`src/rtl/rom_reader.sv`:
```
// rom_reader: burst read sequencer for an asynchronous ROM, returning each word on a valid/ready
// stream. Define ROM_READER_CHECKSUM_EN to add the o_rsp_sum running-sum output.
module rom_reader #(
    parameter int unsigned ADDR_W   = 8,
    parameter int unsigned DATA_W   = 8,
    parameter int unsigned WAIT_CYC = 1
) (
    input  logic              clk,
    input  logic              rst_n,
    input  logic              i_req_valid,
    output logic              o_req_ready,
    input  logic [ADDR_W-1:0] i_req_addr,
    input  logic [ADDR_W-1:0] i_req_len,
    input  logic              i_abort,
    output logic              o_rsp_valid,
    input  logic              i_rsp_ready,
    output logic [DATA_W-1:0] o_rsp_data,
    output logic              o_rsp_last,
    output logic              o_busy,
    output logic [ADDR_W-1:0] o_rom_address,
    output logic              o_rom_ce,
    output logic              o_rom_read_en,
    input  logic [DATA_W-1:0] i_rom_data
`ifdef ROM_READER_CHECKSUM_EN
    ,
    output logic [DATA_W-1:0] o_rsp_sum
`endif
);

    typedef enum logic [1:0] {StIdle, StAccess, StResp} state_e;

    localparam logic [3:0] LastWait = 4'(WAIT_CYC - 1);

    state_e            r_state;
    logic [ADDR_W-1:0] r_cur_addr;
    logic [ADDR_W-1:0] r_remaining;
    logic [3:0]        r_wait;
    logic              r_rsp_valid;
    logic [DATA_W-1:0] r_rsp_data;
    logic              r_rsp_last;
    logic [ADDR_W-1:0] r_rom_address;
    logic              r_rom_strobe;
`ifdef ROM_READER_CHECKSUM_EN
    logic [DATA_W-1:0] r_rsp_sum;
`endif

    logic              w_handshake;
    logic [ADDR_W-1:0] w_next_addr;

    assign w_handshake = r_rsp_valid & i_rsp_ready;
    assign w_next_addr = r_cur_addr + ADDR_W'(1);

    always_ff @(posedge clk or negedge rst_n) begin
        if (!rst_n) begin
            r_state       <= StIdle;
            r_cur_addr    <= '0;
            r_remaining   <= '0;
            r_wait        <= '0;
            r_rsp_valid   <= 1'b0;
            r_rsp_data    <= '0;
            r_rsp_last    <= 1'b0;
            r_rom_address <= '0;
            r_rom_strobe  <= 1'b0;
`ifdef ROM_READER_CHECKSUM_EN
            r_rsp_sum     <= '0;
`endif
        end else begin
            unique case (r_state)
                StIdle: begin
                    // abort is deliberately ignored here; a coincident request still starts
                    if (i_req_valid) begin
                        r_cur_addr    <= i_req_addr;
                        r_remaining   <= i_req_len;
                        r_wait        <= '0;
                        r_rom_address <= i_req_addr;
                        r_rom_strobe  <= 1'b1;
                        r_state       <= StAccess;
`ifdef ROM_READER_CHECKSUM_EN
                        r_rsp_sum     <= '0;
`endif
                    end
                end
                StAccess: begin
                    if (i_abort) begin
                        r_rom_strobe  <= 1'b0;
                        r_rom_address <= '0;
                        r_state       <= StIdle;
                    end else if (r_wait == LastWait) begin
                        r_rsp_data    <= i_rom_data;
                        r_rsp_last    <= (r_remaining == '0);
                        r_rsp_valid   <= 1'b1;
                        r_rom_strobe  <= 1'b0;
                        r_rom_address <= '0;
                        r_state       <= StResp;
`ifdef ROM_READER_CHECKSUM_EN
                        r_rsp_sum     <= r_rsp_sum + i_rom_data;
`endif
                    end else begin
                        r_wait <= r_wait + 4'd1;
                    end
                end
                StResp: begin
                    // A handshake coinciding with abort still delivers that word
                    if (i_abort || (w_handshake && r_remaining == '0)) begin
                        r_rsp_valid <= 1'b0;
                        r_state     <= StIdle;
                    end else if (w_handshake) begin
                        r_rsp_valid   <= 1'b0;
                        r_cur_addr    <= w_next_addr;
                        r_remaining   <= r_remaining - ADDR_W'(1);
                        r_wait        <= '0;
                        r_rom_address <= w_next_addr;
                        r_rom_strobe  <= 1'b1;
                        r_state       <= StAccess;
                    end
                end
                default: r_state <= StIdle;
            endcase
        end
    end

    // req_ready is forced low while reset is asserted, high in IDLE afterwards
    assign o_req_ready   = (r_state == StIdle) & rst_n;
    assign o_busy        = (r_state != StIdle);
    assign o_rsp_valid   = r_rsp_valid;
    assign o_rsp_data    = r_rsp_data;
    assign o_rsp_last    = r_rsp_last;
    assign o_rom_address = r_rom_address;
    assign o_rom_ce      = r_rom_strobe;
    assign o_rom_read_en = r_rom_strobe;
`ifdef ROM_READER_CHECKSUM_EN
    assign o_rsp_sum     = r_rsp_sum;
`endif

endmodule

```
`config.mk`:
```
export PLATFORM = sky130hd
export DESIGN_NAME = rom_reader
export DESIGN_NICKNAME = d
export VERILOG_FILES = /design/src/rtl/rom_reader.sv
export SDC_FILE = /design/constraint.sdc
export NUM_CORES = 1
export LEC_CHECK = 0
export BUFFER_PORTS_ARGS = -buffer_cell sky130_fd_sc_hd__buf_4
export CORE_UTILIZATION = 59
export DETAILED_ROUTE_END_ITERATION = 10
export GPL_TIMING_DRIVEN = 0
export PLACE_DENSITY_LB_ADDON = 0.15
export SLEW_MARGIN = 20
export SYNTH_ARGS = -nofsm -noshare
export SYNTH_HDL_FRONTEND = slang
export SYNTH_SLANG_ARGS = --single-unit
```
`constraint.sdc`:
```
create_clock -name clk -period 4.7 [get_ports clk]
set_input_delay 1.41 -clock clk [delete_from_list [all_inputs] [get_ports clk]]
set_output_delay 1.41 -clock clk [all_outputs]
set_load 0.01 [all_outputs]
```
==> results.json, run 1 <==
{
  "rsz0062_at_grt": "false",
  "cts_hold_buf": 0,
  "tns_ns": 0,
  "wl_per_cell_um": 15.9,
  "syn-num-nets": 290,
  "drc": 0,
  "n_fill_cell": 307,
  "cts_resized": 0,
  "synth_area_mm2": 0.00247,
  "die-area_mm2": 0.00446,
  "hold_class": "flip-flop to flip-flop",
  "pwr-share-comb_pct": 55.7,
  "peakVddDrop_mv": 0.412,
  "vias_per_cell": 6.16,
  "area_growth_pct": 20.7,
  "yosys_warnings": 0,
  "coreArea_mm2": 0.00400,
  "first_pass_iters": 4,
  "cts_setup_buffers": 0,
  "synth_flop_cell": "dfrtp_1",
  "status": "finished, final reports clean",
  "drtIter0Drc": 125,
  "final_area_mm2": 0.00299,
  "synthCells": 252,
  "p_sw_mw": 0.850,
  "clock-root-buffer": "clkbuf_8",
  "row_count": 23,
  "power_switching_share_pct": 42.7,
  "ys_ff_latch": 41,
  "clock_power_share_pct": 11.4,
  "cts_tree": "yes",
  "place_hpwl_mm": 4.23,
  "io_pins": 51,
  "insertion_delay_ns": 0.30,
  "maxCapViolCount": 0,
  "finalSetupViolCount": 0,
  "p_int_mw": 1.14,
  "dp_slack_ns": 1.08,
  "period_share_pct": 76.0,
  "numCtsBuffers": 5,
  "avgSynthCellArea_um2": 9.82,
  "yosysSeqAreaShare_pct": 41.5,
  "leakagePower_nw": 1.34,
  "fp.dieH_um": 66.8,
  "yosys.cell_types.count": 53,
  "start_util_pct": 61.8,
  "gp_congestion": 0.846,
  "worst-path-max-fanout": 42,
  "port_buffers": 49,
  "grt_overflow": 0,
  "clock_tree.buffer_depth": 2,
  "fp.dieW_um": 66.8,
  "critPathCaptureType": "primary output",
  "cp.arrival_ns": 2.16,
  "async_flop_share_pct": 100,
  "grt_pass1_vias": 2115,
  "slew_viol_final": 0,
  "crit_required_ns": 3.29,
  "max_freq_mhz": 280,
  "detail-route-antenna-nets": 0,
  "postRouteWirelength_mm": 5.71,
  "final_nets": 346,
  "worstReg2RegStart": "r_state[0]",
  "maxSlewHeadroom_pct": 40.1,
  "clock_sinks": 41,
  "clk_pin_slew_worst_paths_ns": 0.07,
  "path_class": "input pin to primary output",
  "grt_pass1_wl_mm": 9.58,
  "synth-edff-count": 0,
  "pwr-share-seq_pct": 32.9,
  "grt_usage_pct": 28.8,
  "cp-start-kind": "input pin",
  "period_minus_slack_ns": 3.57,
  "antenna_found_initial": 0,
  "timing_worst_slew_pin_value_ns": 0.897,
  "cellPowerDensity_mw_per_mm2": 666,
  "drive_above_1_share_pct": 26.9,
  "finClkSkew_ns": 0.00804,
  "crit_path_start": "rst_n",
  "dr_total_vias": 2212,
  "cts_htree_levels": 2,
  "grt_max_degree": 43,
  "place_area_mm2": 0.00290,
  "n_antenna_cell": 0,
  "min_from": "o_rsp_data[5]",
  "setup_ws_ns": 1.13,
  "hold_violations": 0
}
per-layer routing:
layer	global-route usage (%)	wire [µm]	share of wire (%)	vias up
met4	9.57	63	1.1	0
li1	-	-	-	1060
met3	7.02	310	5.4	7
met2	46.2	2740	48	66
met5	0	0	0	-
met1	37.7	2590	45	1079
state kept, by name (all words and copies together), names as in the netlist:
| register | count |
|---|---|
| r_state | 2 |
| o_rsp_data | 8 |
| r_remaining | 8 |
| o_rom_ce | 1 |
| o_rsp_valid | 1 |
| r_cur_addr | 8 |
| o_rsp_last | 1 |
| r_wait | 4 |
| o_rom_address | 8 |
placed cells by master, fill, tap and decap left out, types with 3 or more instances in the layout:
cell and n:
o221ai_1 5, dfrtp_1 41, inv_1 19, o31ai_1 3, o21ai_0 11, nand2_1 13, mux2_2 18, and4_1 3
o32ai_1 3, a221o_1 5, clkbuf_8 5, mux2i_1 5, nor3_1 15, clkbuf_1 8, nor2_1 16, buf_4 50
or4_1 5, nand2b_1 3, nand3_1 12, ha_1 9, a21oi_1 5, o22ai_1 6, o211ai_1 4
Yosys cell counts, types with 3 or more instances:
| master | instances | area (µm²) |
|---|---|---|
| o31ai_1 | 3 | 22.5 |
| ha_1 | 9 | 113 |
| a21oi_1 | 5 | 25.0 |
| o211ai_1 | 4 | 30.0 |
| o221ai_1 | 5 | 43.8 |
| nor2_1 | 16 | 60.1 |
| dfrtp_1 | 41 | 1030 |
| o32ai_1 | 3 | 26.3 |
| a221o_1 | 5 | 50.1 |
| nand3_1 | 12 | 60.1 |
| nand2_1 | 13 | 48.8 |
| o22ai_1 | 6 | 37.5 |
| mux2_2 | 18 | 203 |
| inv_1 | 19 | 71.3 |
| mux2i_1 | 5 | 50.1 |
| nor3_1 | 15 | 75.1 |
| and4_1 | 3 | 26.3 |
| o21ai_0 | 11 | 55.1 |
| nand2b_1 | 3 | 18.8 |
| or4_1 | 5 | 37.5 |
| clkbuf_1 | 7 | 26.3 |
power by group through the flow:
stage / clock, mW / sequential [mW] / combinational [mW]
global placement: 0 / 0.651 / 1.07
global route: 0.241 / 0.680 / 1.22
CTS: 0.230 / 0.651 / 1.11
detailed placement: 0 / 0.658 / 1.10
floorplan: 0 / 0.666 / 0.735
finish: 0.227 / 0.655 / 1.11
logic make-up after synthesis:
kind of cell / count (synthesis) / share of synthesized area, %
compound gates: 61 / 19.2
xor+xnor: 3 / 1.06
mux: 23 / 10.2
buf+inv: 29 / 4.60
fa+ha+maj: 9 / 4.55
simple gates: 86 / 18.9
flops: 41 / 41.5
cell type report:
class                           count  area (µm²)  area share (%)
Timing Repair Buffer               49         368            12.3
Inverter                           19        71.3            2.39
Clock inverter                      2        10.0           0.335
Multi-Input combinational cell    182        1330            44.7
Tap cell                           50        62.6            2.09
Sequential cell                    41        1030            34.4
Clock buffer                        6        72.6            2.43
Buffer                             10        42.5            1.42
path summary, 6_finish.rpt:
check / end / slack (ns) / cells after the start
worst max-delay path: o_req_ready / 1.13 / 3
worst min-delay path: o_rsp_data[5] / 0.51 / 1
worst max register to register: o_rom_address[0] / 2.10 / 6
worst min register to register: o_rsp_data[5] / 0.51 / 1
max in group asynchronous: o_rsp_data[6] / 3.24 / 1
min in group asynchronous: r_wait[0] / 1.08 / 1
critical path, stage by stage:
cell,delay (ns)
buf_4,0.42
and2_1,0.20
buf_4,0.11
per-stage QoR:
step	instances	util [%]	power, mW	hold slack (ns)
global placement	351	72.6	1.72	0.463
finish	359	74.7	1.99	0.513
CTS	359	74.7	1.99	0.511
detailed placement	351	72.6	1.76	0.491
floorplan	252	-	1.40	0.500
global route	359	74.7	2.14	0.535
Power figures use the tool's default switching activity.
==> run 2: changes to the inputs <==
--- a/config.mk
+++ b/config.mk
@@ -6,7 +6,7 @@
 export NUM_CORES = 1
 export LEC_CHECK = 0
 export BUFFER_PORTS_ARGS = -buffer_cell sky130_fd_sc_hd__buf_4
-export CORE_UTILIZATION = 59
+export CORE_UTILIZATION = 49
 export DETAILED_ROUTE_END_ITERATION = 10
 export GPL_TIMING_DRIVEN = 0
 export PLACE_DENSITY_LB_ADDON = 0.15
==> constraint.sdc (replaced) <==
create_clock -name clk -period 3.1 [get_ports clk]
set_input_delay 0.93 -clock clk [delete_from_list [all_inputs] [get_ports clk]]
set_output_delay 0.93 -clock clk [all_outputs]
set_load 0.01 [all_outputs]
==> results.json, run 2 (same netlist as run 1, synthesis figures left out) <==
{
  "finalSetupViolCount": 0,
  "place_hpwl_mm": 4.19,
  "fin_util_pct": 63.9,
  "cts_hold_buf": 0,
  "grt_pass1_vias": 2096,
  "cts_setup_buffers": 0,
  "port_buffers": 49,
  "die-area_mm2": 0.00534,
  "max_freq_mhz": 385,
  "cts_htree_levels": 2,
  "cts_resized": 0,
  "p_sw_mw": 1.30,
  "power_switching_share_pct": 40.7,
  "cp_cell_sequence": "buf_4 -> and2_1 -> buf_4",
  "first_pass_iters": 4,
  "row_count": 25,
  "period_share_pct": 83.8,
  "rr_endpoint": "o_rom_address[6]",
  "vias_per_cell": 5.88,
  "cellPowerDensity_mw_per_mm2": 1040,
  "clock_power_share_pct": 16.2,
  "tns_ns": 0,
  "hold_depth": 2,
  "p_int_mw": 1.89,
  "worstReg2RegStart": "r_remaining[0]",
  "final_area_mm2": 0.00306,
  "coreArea_mm2": 0.00479,
  "numCtsBuffers": 5,
  "start_util_pct": 51.7,
  "clock_sinks": 41,
  "crit_required_ns": 2.17,
  "r2r_slack_ns": 0.52,
  "critPathSlowestCell": "buf_4",
  "grt_usage_pct": 23.7,
  "period_minus_slack_ns": 2.60,
  "io_pins": 51,
  "final_cell_mix": "50 x buf_4, 41 x dfrtp_1, 19 x inv_1, 18 x mux2_2, 16 x nor2_1",
  "crit_path_max_incr_delay_ns": 0.42,
  "wl_per_cell_um": 15.3,
  "area_growth_pct": 23.7,
  "slew_viol_final": 0,
  "grt_max_degree": 43,
  "status": "finished, final reports clean",
  "finClkSkew_ns": 0.00589,
  "hold_violations": 0,
  "clk_pin_slew_worst_paths_ns": 0.08,
  "drc": 0,
  "timing_worst_slew_pin_value_ns": 0.977,
  "maxCapViolCount": 0,
  "clock_tree.buffer_depth": 2,
  "peakVddDrop_mv": 0.531,
  "n_antenna_cell": 0,
  "pwr-share-seq_pct": 31.3,
  "fp.dieH_um": 73.1,
  "drive_above_1_share_pct": 27.2,
  "worst-path-max-fanout": 42,
  "min_from": "o_rsp_last",
  "path_class": "input pin to primary output",
  "critPathCaptureType": "primary output",
  "antenna_found_initial": 0,
  "final_nets": 346,
  "clock-root-buffer": "clkbuf_8",
  "drtIter0Drc": 179,
  "n_fill_cell": 421,
  "hold_class": "flip-flop to flip-flop",
  "leakagePower_nw": 1.36,
  "final_common_cell": "buf_4",
  "place_area_mm2": 0.00293,
  "rsz0062_at_grt": "false",
  "cts_tree": "yes",
  "cp.arrival_ns": 1.67,
  "cp-start-kind": "input pin",
  "gp_congestion": 0.917,
  "postRouteWirelength_mm": 5.77,
  "insertion_delay_ns": 0.30,
  "maxSlewHeadroom_pct": 34.8,
  "r2r_cells": 6,
  "pwr-share-comb_pct": 52.5,
  "grt_overflow": 0,
  "cpMostUsedCell": "buf_4",
  "detail-route-antenna-nets": 0,
  "hold_end": "o_rsp_last",
  "fp.dieW_um": 73.1,
  "grt_pass1_wl_mm": 9.79,
  "dr_total_vias": 2210
}
run 2: critical path: cells and delay by family:
| family | cells | cell delay (ns) |
|---|---|---|
| buffers and inverters | 2 | 0.53 |
| AND/OR/NAND/NOR | 1 | 0.20 |
run 2: layer usage:
metal | vias to the layer above | routed length (µm) | global-route usage [%]
li1 | 1065 | - | -
met1 | 1067 | 2660 | 32.4
met2 | 74 | 2700 | 38.2
met3 | 4 | 366 | 4.70
met4 | 0 | 48 | 6.54
met5 | - | 0 | 0
run 2: worst max path at each step:
stage,from,depth (start not counted),to,slack (ns)
after CTS,rst_n,3,o_req_ready,0.45
after global placement,i_abort,4,o_rom_address[0],0.30
final,rst_n,3,o_req_ready,0.50
after global routing,rst_n,3,o_req_ready,0.36
after detailed placement,i_abort,4,o_rom_address[5],0.31
after floorplan,i_abort,4,o_rom_address[0],0.58
run 2: through the flow:
step / worst slack, ns / cells / hold slack [ns] / power, mW
2_1_floorplan: 0.584 / 252 / 0.500 / 2.12
3_3_place_gp: 0.295 / 368 / 0.465 / 2.63
3_5_place_dp: 0.306 / 368 / 0.493 / 2.67
4_1_cts: 0.447 / 376 / 0.514 / 3.19
5_1_grt: 0.358 / 376 / 0.526 / 3.42
6_report: 0.502 / 376 / 0.508 / 3.19
run 2: final cells by class:
type	count	area, µm²	share of cell area, %
Multi-Input combinational cell	182	1330	43.6
Sequential cell	41	1030	33.5
Buffer	10	42.5	1.39
Timing Repair Buffer	49	368	12.0
Clock inverter	3	65.1	2.13
Clock buffer	5	68.8	2.25
Tap cell	67	83.8	2.74
Inverter	19	71.3	2.33
run 2: power by group through the flow:
stage	Combinational (mW)	Sequential (mW)	Clock, mW
2_1_floorplan	1.11	1.01	0
3_3_place_gp	1.64	0.994	0
3_5_place_dp	1.67	1.00	0
4_1_cts	1.68	0.990	0.527
5_1_grt	1.85	1.03	0.543
6_report	1.67	0.998	0.518
